File: src/rtl/hbwif_align_pkg.sv
// Shared types and constants for the hbwif receive word aligner.
package hbwif_align_pkg;

   typedef enum logic [1:0] {
      SEARCH = 2'd0,
      VERIFY = 2'd1,
      LOCKED = 2'd2
   } align_state_e;

   localparam int DEF_WIDTH = 16;
   localparam int OFFSET_W  = $clog2(DEF_WIDTH);
   localparam logic [DEF_WIDTH-1:0] DEF_COMMA = 16'h5A3C;

endpackage

File: src/rtl/hbwif_comma_finder.sv
// Parallel comma search over every bit offset of a two-word window.
// Candidate k starts k bits into the window (MSB = earliest bit); the
// lowest matching offset wins.
module hbwif_comma_finder
   import hbwif_align_pkg::*;
#(
   parameter int WIDTH = DEF_WIDTH,
   parameter logic [WIDTH-1:0] COMMA = DEF_COMMA
) (
   input  logic [2*WIDTH-1:0]         win,
   output logic [WIDTH-1:0]           match,
   output logic                       any_hit,
   output logic [$clog2(WIDTH)-1:0]   hit_idx
);

   localparam int OW = $clog2(WIDTH);

   for (genvar k = 0; k < WIDTH; k++) begin : g_cand
      assign match[k] = (win[2*WIDTH-1-k -: WIDTH] == COMMA);
   end

   assign any_hit = |match;

   // Priority encoder: scan from the top so the lowest hit is written last.
   always_comb begin
      hit_idx = '0;
      for (int k = WIDTH-1; k >= 0; k--) begin
         if (match[k]) hit_idx = OW'(k);
      end
   end

endmodule

File: src/rtl/hbwif_rx_word_aligner.sv
// Receive word aligner: finds the comma boundary in the deserialized
// stream, locks after LOCK_COUNT consecutive hits at one offset and then
// emits aligned words one cycle after the window completes.
// Optional counter-pattern checker: define HBWIF_ALIGN_CHECK_EN.
//
//   state  | meaning
//   SEARCH | scanning all offsets for a comma
//   VERIFY | offset latched, counting consecutive commas at that offset
//   LOCKED | boundary fixed, aligned words flow out with io_data_valid
module hbwif_rx_word_aligner
   import hbwif_align_pkg::*;
#(
   parameter int WIDTH = DEF_WIDTH,
   parameter logic [WIDTH-1:0] COMMA = DEF_COMMA,
   parameter int LOCK_COUNT = 4,
   parameter int UNLOCK_COUNT = 4
) (
   input  logic                       io_clkd,
   input  logic                       io_reset_n,
   input  logic [WIDTH-1:0]           io_rx_in,
   input  logic                       io_realign,
   output logic [WIDTH-1:0]           io_data_out,
   output logic                       io_data_valid,
   output logic                       io_locked,
   output logic [$clog2(WIDTH)-1:0]   io_offset,
   output logic [15:0]                io_err_count
);

   localparam int OW = $clog2(WIDTH);

   align_state_e        state, state_nxt;
   logic [WIDTH-1:0]    prev;
   logic [2*WIDTH-1:0]  win;
   logic [WIDTH-1:0]    match;
   logic                any_hit;
   logic [OW-1:0]       hit_idx;
   logic [OW-1:0]       offset_nxt;
   logic [3:0]          hits_left, hits_left_nxt;
   logic [WIDTH-1:0]    cand;
   logic                sel_hit;
   logic                chk_drop;

   assign win = {prev, io_rx_in};

   hbwif_comma_finder #(
      .WIDTH (WIDTH),
      .COMMA (COMMA)
   ) u_finder (
      .win     (win),
      .match   (match),
      .any_hit (any_hit),
      .hit_idx (hit_idx)
   );

   assign sel_hit = match[io_offset];

   // Select the window slice at the latched offset.
   always_comb begin
      cand = '0;
      for (int k = 0; k < WIDTH; k++) begin
         if (io_offset == OW'(k)) cand = win[2*WIDTH-1-k -: WIDTH];
      end
   end

`ifdef HBWIF_ALIGN_CHECK_EN
   logic [WIDTH-1:0] exp_word;
   logic             seeded;
   logic [15:0]      err_cnt;
   logic [3:0]       miss_left;
   logic             chk_active;
   logic             chk_mismatch;

   // Only words that are actually emitted get checked.
   assign chk_active   = (state == LOCKED) && !io_realign;
   assign chk_mismatch = chk_active && seeded && (cand != exp_word);
   assign chk_drop     = chk_mismatch && (miss_left == 4'd1);

   // Counter-pattern checker; expected value always re-seeds from the received word.
   always_ff @(posedge io_clkd) begin
      if (!io_reset_n) begin
         exp_word  <= '0;
         seeded    <= 1'b0;
         err_cnt   <= '0;
         miss_left <= '0;
      end else if (chk_active) begin
         exp_word <= cand + WIDTH'(1);
         if (!seeded) begin
            seeded    <= 1'b1;
            miss_left <= 4'(UNLOCK_COUNT);
         end else if (chk_mismatch) begin
            if (err_cnt != 16'hFFFF) err_cnt <= err_cnt + 16'd1;
            miss_left <= miss_left - 4'd1;
            if (chk_drop) seeded <= 1'b0;
         end else begin
            miss_left <= 4'(UNLOCK_COUNT);
         end
      end else begin
         seeded <= 1'b0;
      end
   end

   assign io_err_count = err_cnt;
`else
   assign chk_drop     = 1'b0;
   assign io_err_count = '0;
`endif

   // Next-state, hit countdown and offset capture.
   always_comb begin
      state_nxt     = state;
      hits_left_nxt = hits_left;
      offset_nxt    = io_offset;
      if (io_realign || chk_drop) begin
         state_nxt     = SEARCH;
         hits_left_nxt = '0;
      end else begin
         case (state)
            SEARCH: begin
               if (any_hit) begin
                  offset_nxt = hit_idx;
                  if (LOCK_COUNT <= 1) begin
                     state_nxt     = LOCKED;
                     hits_left_nxt = '0;
                  end else begin
                     state_nxt     = VERIFY;
                     hits_left_nxt = 4'(LOCK_COUNT - 1);
                  end
               end
            end
            VERIFY: begin
               if (sel_hit) begin
                  if (hits_left <= 4'd1) begin
                     state_nxt     = LOCKED;
                     hits_left_nxt = '0;
                  end else begin
                     hits_left_nxt = hits_left - 4'd1;
                  end
               end else begin
                  state_nxt     = SEARCH;
                  hits_left_nxt = '0;
               end
            end
            LOCKED: state_nxt = LOCKED;
            default: begin
               state_nxt     = SEARCH;
               hits_left_nxt = '0;
            end
         endcase
      end
   end

   // State register; io_locked tracks the state it is moving into.
   always_ff @(posedge io_clkd) begin
      if (!io_reset_n) begin
         state     <= SEARCH;
         hits_left <= '0;
         io_offset <= '0;
         io_locked <= 1'b0;
      end else begin
         state     <= state_nxt;
         hits_left <= hits_left_nxt;
         io_offset <= offset_nxt;
         io_locked <= (state_nxt == LOCKED);
      end
   end

   // Previous-word register and aligned output; data holds when not emitting.
   always_ff @(posedge io_clkd) begin
      if (!io_reset_n) begin
         prev          <= '0;
         io_data_out   <= '0;
         io_data_valid <= 1'b0;
      end else begin
         prev <= io_rx_in;
         if (state == LOCKED && state_nxt == LOCKED) begin
            io_data_out   <= cand;
            io_data_valid <= 1'b1;
         end else begin
            io_data_valid <= 1'b0;
         end
      end
   end

endmodule

File: config.mk
export PLATFORM = sky130hd
export DESIGN_NAME = hbwif_rx_word_aligner
export DESIGN_NICKNAME = d
export VERILOG_FILES = /design/src/rtl/hbwif_align_pkg.sv /design/src/rtl/hbwif_comma_finder.sv /design/src/rtl/hbwif_rx_word_aligner.sv
export SDC_FILE = /design/constraint.sdc
export NUM_CORES = 1
export LEC_CHECK = 0
export ABC_AREA = 0
export BUFFER_PORTS_ARGS = -buffer_cell sky130_fd_sc_hd__buf_4
export CAP_MARGIN = 30
export CORE_MARGIN = 8
export CORE_UTILIZATION = 25
export CTS_BUF_LIST = sky130_fd_sc_hd__clkbuf_4
export DETAILED_ROUTE_END_ITERATION = 10
export MAX_ROUTING_LAYER = met4
export PLACE_DENSITY = 0.47
export SLEW_MARGIN = 20
export SYNTH_ARGS = -nofsm -noshare
export SYNTH_HDL_FRONTEND = slang
export SYNTH_SLANG_ARGS = --single-unit
File: constraint.sdc
create_clock -name io_clkd -period 3.2 [get_ports io_clkd]
set_input_delay 0.16 -clock io_clkd [delete_from_list [all_inputs] [get_ports io_clkd]]
set_output_delay 0.16 -clock io_clkd [all_outputs]
set_load 0.03 [all_outputs]
# ---- After elaboration in Yosys (flattened, before gate mapping)
# Cells that the tools add are included.
dict set report word_totals {
  ff_bits 44
  latch_bits 0
  ramBits 0
  rom_bits 0
  inputBits 19
  output_inout_bits 38
  memories 0
}
dict set report classes {
  addsub 1
  mul 0
  div_mod_pow 0
  n_lt_le_gt_ge 2
  eq_ne 35
  shift 0
  mux 44
  bitwise_logic 3
  reduce_logical 7
}
# op count
set ops {}
lappend ops {{16-bit by 15-bit equality test with 1-bit output (second input constant)} 16}
lappend ops {{16-bit two-way mux} 16}
lappend ops {{4-bit two-way mux} 19}
lappend ops {{4-bit equality test (second input constant)} 8}
lappend ops {{4-bit by 3-bit equality test with 1-bit output (second input constant)} 4}
lappend ops {{16-bit OR reduction} 1}
lappend ops {{4-bit one-hot mux with 3 select lines} 1}
lappend ops {{4-bit by 2-bit equality test with 1-bit output (second input constant)} 2}
lappend ops {{2-bit two-way mux} 4}
lappend ops {{2-bit one-hot mux with 3 select lines} 1}
lappend ops {{4-bit by 5-bit less-than comparator with 1-bit output (second input constant)} 1}
lappend ops {{1-bit binary-select mux with 4-bit select} 1}
lappend ops {{2-bit equality test (second input constant)} 2}
lappend ops {{4-bit by 1-bit equality test with 1-bit output (second input constant)} 1}
lappend ops {{4-bit by 1-bit less-or-equal comparator with 1-bit output (second input constant)} 1}
lappend ops {{4-bit logical NOT} 1}
lappend ops {{4-bit by 1-bit subtractor with 4-bit output (second input constant)} 1}
lappend ops {{1-bit inverter} 3}
lappend ops {{3-bit AND reduction} 1}
lappend ops {{2-bit by 1-bit equality test with 1-bit output (second input constant)} 1}
lappend ops {{2-bit logical NOT} 1}
lappend ops {{1-bit two-way mux} 2}
lappend ops {{2-bit inequality test (second input constant)} 1}
lappend ops {{2-bit AND reduction} 1}
lappend ops {{other kinds (2)} 2}

# ---- Longest topological paths before layout
# Gate-level depths: netlist of the first run.
dict set report depth {
  ltp_word 17
  depth_mapped 10
}

# ---- Cells and area by module
# From an unflattened synthesis of the first run, not the netlist that was laid out.
dict set report hier_totals {
  hier_cells 672
  area_unflattened_um2 5046.1
}
# mod n_inst cells_per_inst area_each_um2 seq_area_each_um2
set modules_own_cells {}
lappend modules_own_cells {hbwif_rx_word_aligner 1 575 4359.2 880.8}
lappend modules_own_cells {hbwif_comma_finder 1 97 686.9 0.0}

# ---- Worst setup path after synthesis of the first run
# OpenSTA, ideal clock, no wires.
dict set report synth_path {
  path_kind {register to register}
  from {register io_offset[1]}
  to {register io_data_out[12]}
  setup_ps 71
  arrival_time_ps 2260
  required_ps 3129
  path_slack_ps 869
  stages_incl_launch_ff 9
  path_buffers 4
  period_less_slack_ps 2331
  path_cell_list {dfxtp_1 -> buf_2 -> buf_1 -> buf_2 -> buf_1 -> nor2_1 -> o311ai_0 -> o211ai_1 -> a21oi_1}
}
dict set report synth_via {
  elab_chain_cells 17
}
# item line_no
set synth_rtl {}
lappend synth_rtl {{start, declared} hbwif_rx_word_aligner.sv:25} ;# output logic [$clog2(WIDTH)-1:0] io_offset,
lappend synth_rtl {{start signal, assigned} hbwif_rx_word_aligner.sv:162} ;# io_offset <= offset_nxt;
lappend synth_rtl {{4-bit logical NOT} hbwif_rx_word_aligner.sv:61} ;# if (io_offset == OW'(k)) cand = win[2*WIDTH-1-k -: WIDTH];
lappend synth_rtl {{16-bit two-way mux (16 in a row)} hbwif_rx_word_aligner.sv:61}
lappend synth_rtl {{end signal, assigned} hbwif_rx_word_aligner.sv:176} ;# io_data_out <= cand;
lappend synth_rtl {{end, declared} hbwif_rx_word_aligner.sv:22} ;# output logic [WIDTH-1:0] io_data_out,
# Parallel ways exist; a longest one is shown, timed or not. The select of a mux whose other input is x is not followed.
# A chain may end at the register's enable or synchronous reset.

# ---- Final worst setup path of the first run
dict set report layout_path {
  from {register prev[7]}
  to {register io_offset[2]}
}
dict set report layout_via {
  elab_chain_cells 10
}
# item line_no
set layout_rtl {}
lappend layout_rtl {{start, declared} hbwif_rx_word_aligner.sv:32} ;# logic [WIDTH-1:0] prev;
lappend layout_rtl {{start signal, assigned} hbwif_rx_word_aligner.sv:174} ;# prev <= io_rx_in;
lappend layout_rtl {{16-bit by 15-bit equality test with 1-bit output} hbwif_comma_finder.sv:19} ;# assign match[k] = (win[2*WIDTH-1-k -: WIDTH] == COMMA);
lappend layout_rtl {{4-bit two-way mux (9 in a row)} hbwif_comma_finder.sv:28} ;# if (match[k]) hit_idx = OW'(k);
# Parallel ways exist; a longest one is shown, timed or not.

==> run metrics, run 1 <==
area of the multi-input gates around 3700 um2; Rows 51; Hold/Removal Path Class in2reg; RSZ-0062 raised after global routing false; hold_sp io_rx_in[3]; Num CTS Buffers 5; initial drt markers 833; antenna violations before repair 0; largest family of logic cells by synthesized area simple AND/OR/NAND/NOR gates; Synth Instances 707; Final Setup Violations 0; # diodes 0; remaining antenna violation count after routing 0; FILL cells roughly 2200; Critical R2R Capture io_offset[2]; Pwr Total roughly 1.3 mW; detailed-route DRC error count 0; Yosys top cell area share 0.177; final hold violations 0; Netlist Area Pre-Place 4970 um2; P_leak between 1.5 and 2 nW; Fin Hold WS around 0.067 ns; run status finished, final reports clean; Final Cycle Share 0.877; Max-cap violations 0; CP peak stage delay approximately 0.62 ns; CP required 3.50 ns; most common cell in the netlist nor2_1; Post-DP HPWL approximately 16 mm; data arrival time of the critical path 3.11 ns; worst skew pair latency 0.42 ns; post-CTS resize count 0; cts hold-fix bufs 3; Sequential Area approximately 900 um2; synthesized flop and latch total 44; Root Buffer Master clkbuf_4; CP cell instances nor4bb_1 -> nand3_1 -> a21oi_2 -> nor4_1 -> a2111oi_4 -> mux2i_1 -> nor2_1; complex-gate fraction of the synthesized area 0.306; Worst-Margin Slew 0.764 ns; chip width around 160 um; worst setup margin 0.394 ns; crit path kind reg2reg; Post-Route Skew 0.0180 ns; drt pass-1 iters 6; total track usage 0.188; Syn Area/Cell 7.03 um2; Via density 6.08; xor/xnor share of the synthesized area 0.00176; critical path startpoint category register; # clock sinks 44; vias in the first global route 5504; max_slew headroom 0.486; post-synthesis mux area share 0.0889; critical path peak fanout 13; layout cells sized above 1 0.145; drt total wl 22.9 mm; Die Ht about 160 um; vias 5931; I/O Buffers 40; Post-Synth Adder-Cell Area 0.00504; die area 24600 um2; asr flop ratio synth 0; worst r2r path cells 7; Tmin final between 2 and 3 ns; cell taking the most area after synthesis dfxtp_1; sequential fraction of the synthesis area 0.177; distinct cell type count after synthesis 73; Worst-path clk slew between 0.15 and 0.2 ns; nets 730; pwr/cell area 237 nW/um2; CTS tree built; Top FF cell, synth dfxtp_1; Ports 57; worst slack, placed approximately 0.45 ns; final estimated routing congestion in global placement 0.966; first-pass GRT wire length 34.7 mm; Layout area overhead 12.7%; Core Region 19500 um2; cell count of the worst hold path 2; largest net degree at the start of global routing 80; clock tree buffer depth 2; R2R Setup Slk 0.39 ns; CTS HTree Levels 2; initial core utilization 0.255; peak supply drop 0.127 mV; post-route setup TNS 0 ns; synth cell count leaders nor2_1, a21oi_1, nand2_1; Worst setup EP type register; Ys Warns 0; Hold Path End prev[3]; Post-Synth Simple-Gate Area 0.323; setup bufs post-CTS 0; WL per Instance 23.5 um; FMAX 356 MHz; top post-synthesis cells by area dfxtp_1, a21oi_1, nor2_1, o21ai_0, mux4_2; slowest CP cell nor4bb_1; Worst R2R Start prev[7]; max-slew violation count 0; global route overflow 0; EDFF count, synth 0
stage by stage:
stage / utilization / instance area, um2 / std cells
after floorplan: - / 5030 / 722
after global routing: 0.288 / 5600 / 975
after detailed placement: 0.281 / 5470 / 964
after global placement: 0.281 / 5470 / 964
final: 0.288 / 5600 / 975
after CTS: 0.288 / 5600 / 975
logic make-up after synthesis:
| kind of cell | after synthesis |
|---|---|
| flip-flops | 44 |
| buffers and inverters | 106 |
| other | 1 |
| AND/OR/NAND/NOR | 296 |
| adder cells (fa/ha/maj) | 2 |
| XOR/XNOR | 1 |
| AO/OA/AOI/OAI | 226 |
| multiplexers | 31 |
registers in the layout (all words and copies together), names as in the netlist:
register / flops
prev: 16
io_locked: 1
hits_left: 4
state: 2
io_offset: 4
io_data_out: 16
io_data_valid: 1
critical path, delay by kind of cell, from the launching register on:
family / cells / cell delay (ns)
simple gates: 4 / 1.16
compound gates: 2 / 0.76
flops: 1 / 0.49
mux: 1 / 0.26
cell type report:
cell class,count,area share
tap,265,0.0592
clock inverter,2,0.0107
sequential,44,0.159
clock buffer,6,0.00804
multi-input combinational,572,0.654
inverter,14,0.00938
timing repair buffer,72,0.100
worst max path at each step:
stage                       from         endpoint  slack, ns
finish                   prev[7]     io_offset[2]       0.39
global placement         prev[7]     io_offset[2]       0.38
global route            prev[11]     io_offset[2]       0.24
detailed placement      prev[11]     io_offset[2]       0.45
floorplan           io_offset[1]  io_data_out[12]       0.87
CTS                      prev[0]     io_offset[2]       0.44
where the power goes:
group	internal, mW	leakage [nW]	switching (mW)
Sequential	0.557	0.360	0.0320
Clock	0.252	0.0559	0.224
Combinational	0.0853	1.36	0.177
routing by layer:
metal | part of all wire | GRT usage | vias to the layer above
met1 | 0.43 | 0.248 | 2836
met3 | 0.10 | 0.0409 | 52
met2 | 0.44 | 0.278 | 384
met5 | 0 | - | -
met4 | 0.028 | 0.0650 | 0
li1 | - | - | 2659
cell usage in the layout (no fill, tap or decap), types with 6 or more instances in the layout:
cell,instances
nor2_1,74
buf_4,68
a21oi_1,58
nand2_1,55
o21ai_0,47
dfxtp_1,42
nand4_1,24
nand3_1,22
nor3_1,21
o22ai_1,19
nor2b_1,18
mux2i_1,16
conb_1,16
and2_1,15
o221ai_1,13
inv_1,12
nor4b_1,11
a211oi_1,10
mux4_2,10
nand2b_1,9
nor4_1,9
a22oi_1,8
a221oi_1,8
nor3b_1,8
nor4bb_1,7
o211ai_1,6
clkbuf_4,6
No activity file was read; power rests on OpenSTA's default activity.
==> run 2: changes to the inputs <==
- CELL_PAD_IN_SITES_DETAIL_PLACEMENT: unset -> 1
- CELL_PAD_IN_SITES_GLOBAL_PLACEMENT: unset -> 2
- PLACE_DENSITY: 0.47 -> 0.74
==> run 2 against run 1 <==
Clock power fell by 33%; largest cell class unchanged; non-clock buffer count rose by 11; final cell count is 1.1% higher; worst hold slack got worse by 0.030 ns; power shrank 11%; core utilization grew 0.29 points; sequential cell count unchanged; register-to-register slack better by 0.09 ns; first-iteration DRC count fell by 25%.
==> run metrics, run 2 (same netlist as run 1, synthesis figures left out) <==
Buf+Inv Stages, Crit Path 0; commonest non-fill, non-tap cells in the layout buf_4, nor2_1, a21oi_1; I/O Buffers 40; FMAX 369 MHz; initial drt markers 621; Post-DP HPWL 18.0 mm; Int Power around 0.74 mW; layout cells sized above 1 0.158; antenna violations before repair 0; # clock sinks 44; Worst path depth 7; peak supply drop 0.109 mV; Finished Layout Cells about 990; worst r2r path cells 7; final hold violations 0; Critical R2R Capture io_offset[0]; WL per Instance 25.4 um; critical path startpoint category register; first-pass GRT wire length 37.8 mm; max_slew headroom 0.492; data arrival time of the critical path 3.01 ns; Worst setup EP type register; CP peak stage delay 0.59 ns; switching power around 0.44 mW; Worst-Margin Slew 0.755 ns; CTS tree built; CP required about 3.5 ns; post-route setup TNS 0 ns; Fin Hold WS 0.0370 ns; run status finished, final reports clean; clock network power share 0.272; most common cell after layout, fill and taps aside buf_4; Worst-path clk slew 0.16 ns; Core Region about 19000 um2; R2R Setup Slk 0.49 ns; worst slack, placed approximately 0.53 ns; CTS HTree Levels 2; vias ~6000; Crit path max-delay family simple AND/OR/NAND/NOR gates; Layout area overhead 13.9%; worst skew pair latency around 0.42 ns; Die Ht roughly 160 um; nets approximately 740; drt total wl about 25 mm; crit path kind reg2reg; Tmin final 2.71 ns; final estimated routing congestion in global placement 0.971; Hold/Removal Path Class in2reg; # diodes 0; initial core utilization 0.255; slowest CP cell nor4bb_1; Worst R2R Start prev[11]; vias in the first global route 5918; Largest regs io_data_out (16), prev (16); critical path peak fanout 8; placed cells just under 1000; largest net degree at the start of global routing 43; CP cell instances nor4bb_1 -> nand3_1 -> a21oi_2 -> nor4_1 -> a2111oi_4 -> mux2i_1 -> nor2_1; RSZ-0062 raised after global routing false; remaining antenna violation count after routing 0; chip width 157 um; total track usage 0.206; worst setup path start prev[11]; post-CTS resize count 0; detailed-route DRC error count 0; combinational share of power 0.231; clock tree buffer depth 2; die area about 25000 um2; Final Setup Violations 0; drt pass-1 iters 5; Rows 51; Via density 6.10; Max-cap violations 0; worst setup margin 0.486 ns; pwr/cell area 209 nW/um2; Root Buffer Master clkbuf_4; Num CTS Buffers 5; Net Sw Frac 0.376; global route overflow 0; part of the power in registers 0.497; placed cell areas 5580 um2; max-slew violation count 0; design area around 5700 um2; P_leak about 1.8 nW; Critical Path End io_offset[0]; Post-Route Skew approximately 0.012 ns; Ports 57; Final Cycle Share 0.848
run 2: cell count changes in the layout (fill, tap and decap cells not counted):
cell           delta
buf_4            +10
buf_12            +2
bufinv_16         -2
clkinv_1          +1
clkinvlp_4        +1
dlygate4sd3_1     -1
run 2: cell type report:
cell class	instances	area, um2
Timing Repair Buffer	83	666
Fill cell	2418	13800
Tap cell	265	332
Inverter	14	52.6
Clock buffer	6	45.0
Clock inverter	2	11.3
Sequential cell	44	888
Multi-Input combinational cell	572	3660
run 2: worst min path at each step:
stage                startpoint       to  cells after the start
floorplan           io_rx_in[1]  prev[1]                      1
global placement    io_rx_in[0]  prev[0]                      2
detailed placement  io_rx_in[0]  prev[0]                      2
CTS                 io_rx_in[2]  prev[2]                      2
global route        io_rx_in[2]  prev[2]                      2
finish              io_rx_in[2]  prev[2]                      2
run 2: routing by layer:
| metal | track usage | vias to the layer above | share of wire |
|---|---|---|---|
| met4 | 0.0709 | 0 | 0.032 |
| met3 | 0.0425 | 54 | 0.071 |
| met1 | 0.272 | 3023 | 0.45 |
| met2 | 0.308 | 258 | 0.45 |
| met5 | - | - | 0 |
| li1 | - | 2679 | - |
run 2: power by group through the flow:
| stage | logic [mW] | registers, mW | clock network, mW |
|---|---|---|---|
| final | 0.273 | 0.586 | 0.321 |
| after global routing | 0.287 | 0.588 | 0.354 |
| after CTS | 0.265 | 0.585 | 0.336 |
| after detailed placement | 0.262 | 0.597 | 0 |
| after global placement | 0.264 | 0.596 | 0 |
| after floorplan | 0.182 | 0.578 | 0 |
run 2: repair_timing:
action	CTS	global route
buffers inserted	0	0
endpoints found under the hold margin	2	0
hold buffers	2	0
run 2: stage by stage:
| stage | utilization | total power [mW] |
|---|---|---|
| global placement | 0.287 | 0.859 |
| floorplan | - | 0.760 |
| global route | 0.291 | 1.23 |
| detailed placement | 0.287 | 0.859 |
| CTS | 0.291 | 1.19 |
| finish | 0.291 | 1.18 |
run 2: worst register-to-register path, cell delays in order (launching register included):
cell       delay, ns
dfxtp_1         0.50
nor4bb_1        0.59
nand3_1         0.28
a21oi_2         0.30
nor4_1          0.16
a2111oi_4       0.44
mux2i_1         0.26
nor2_1          0.06
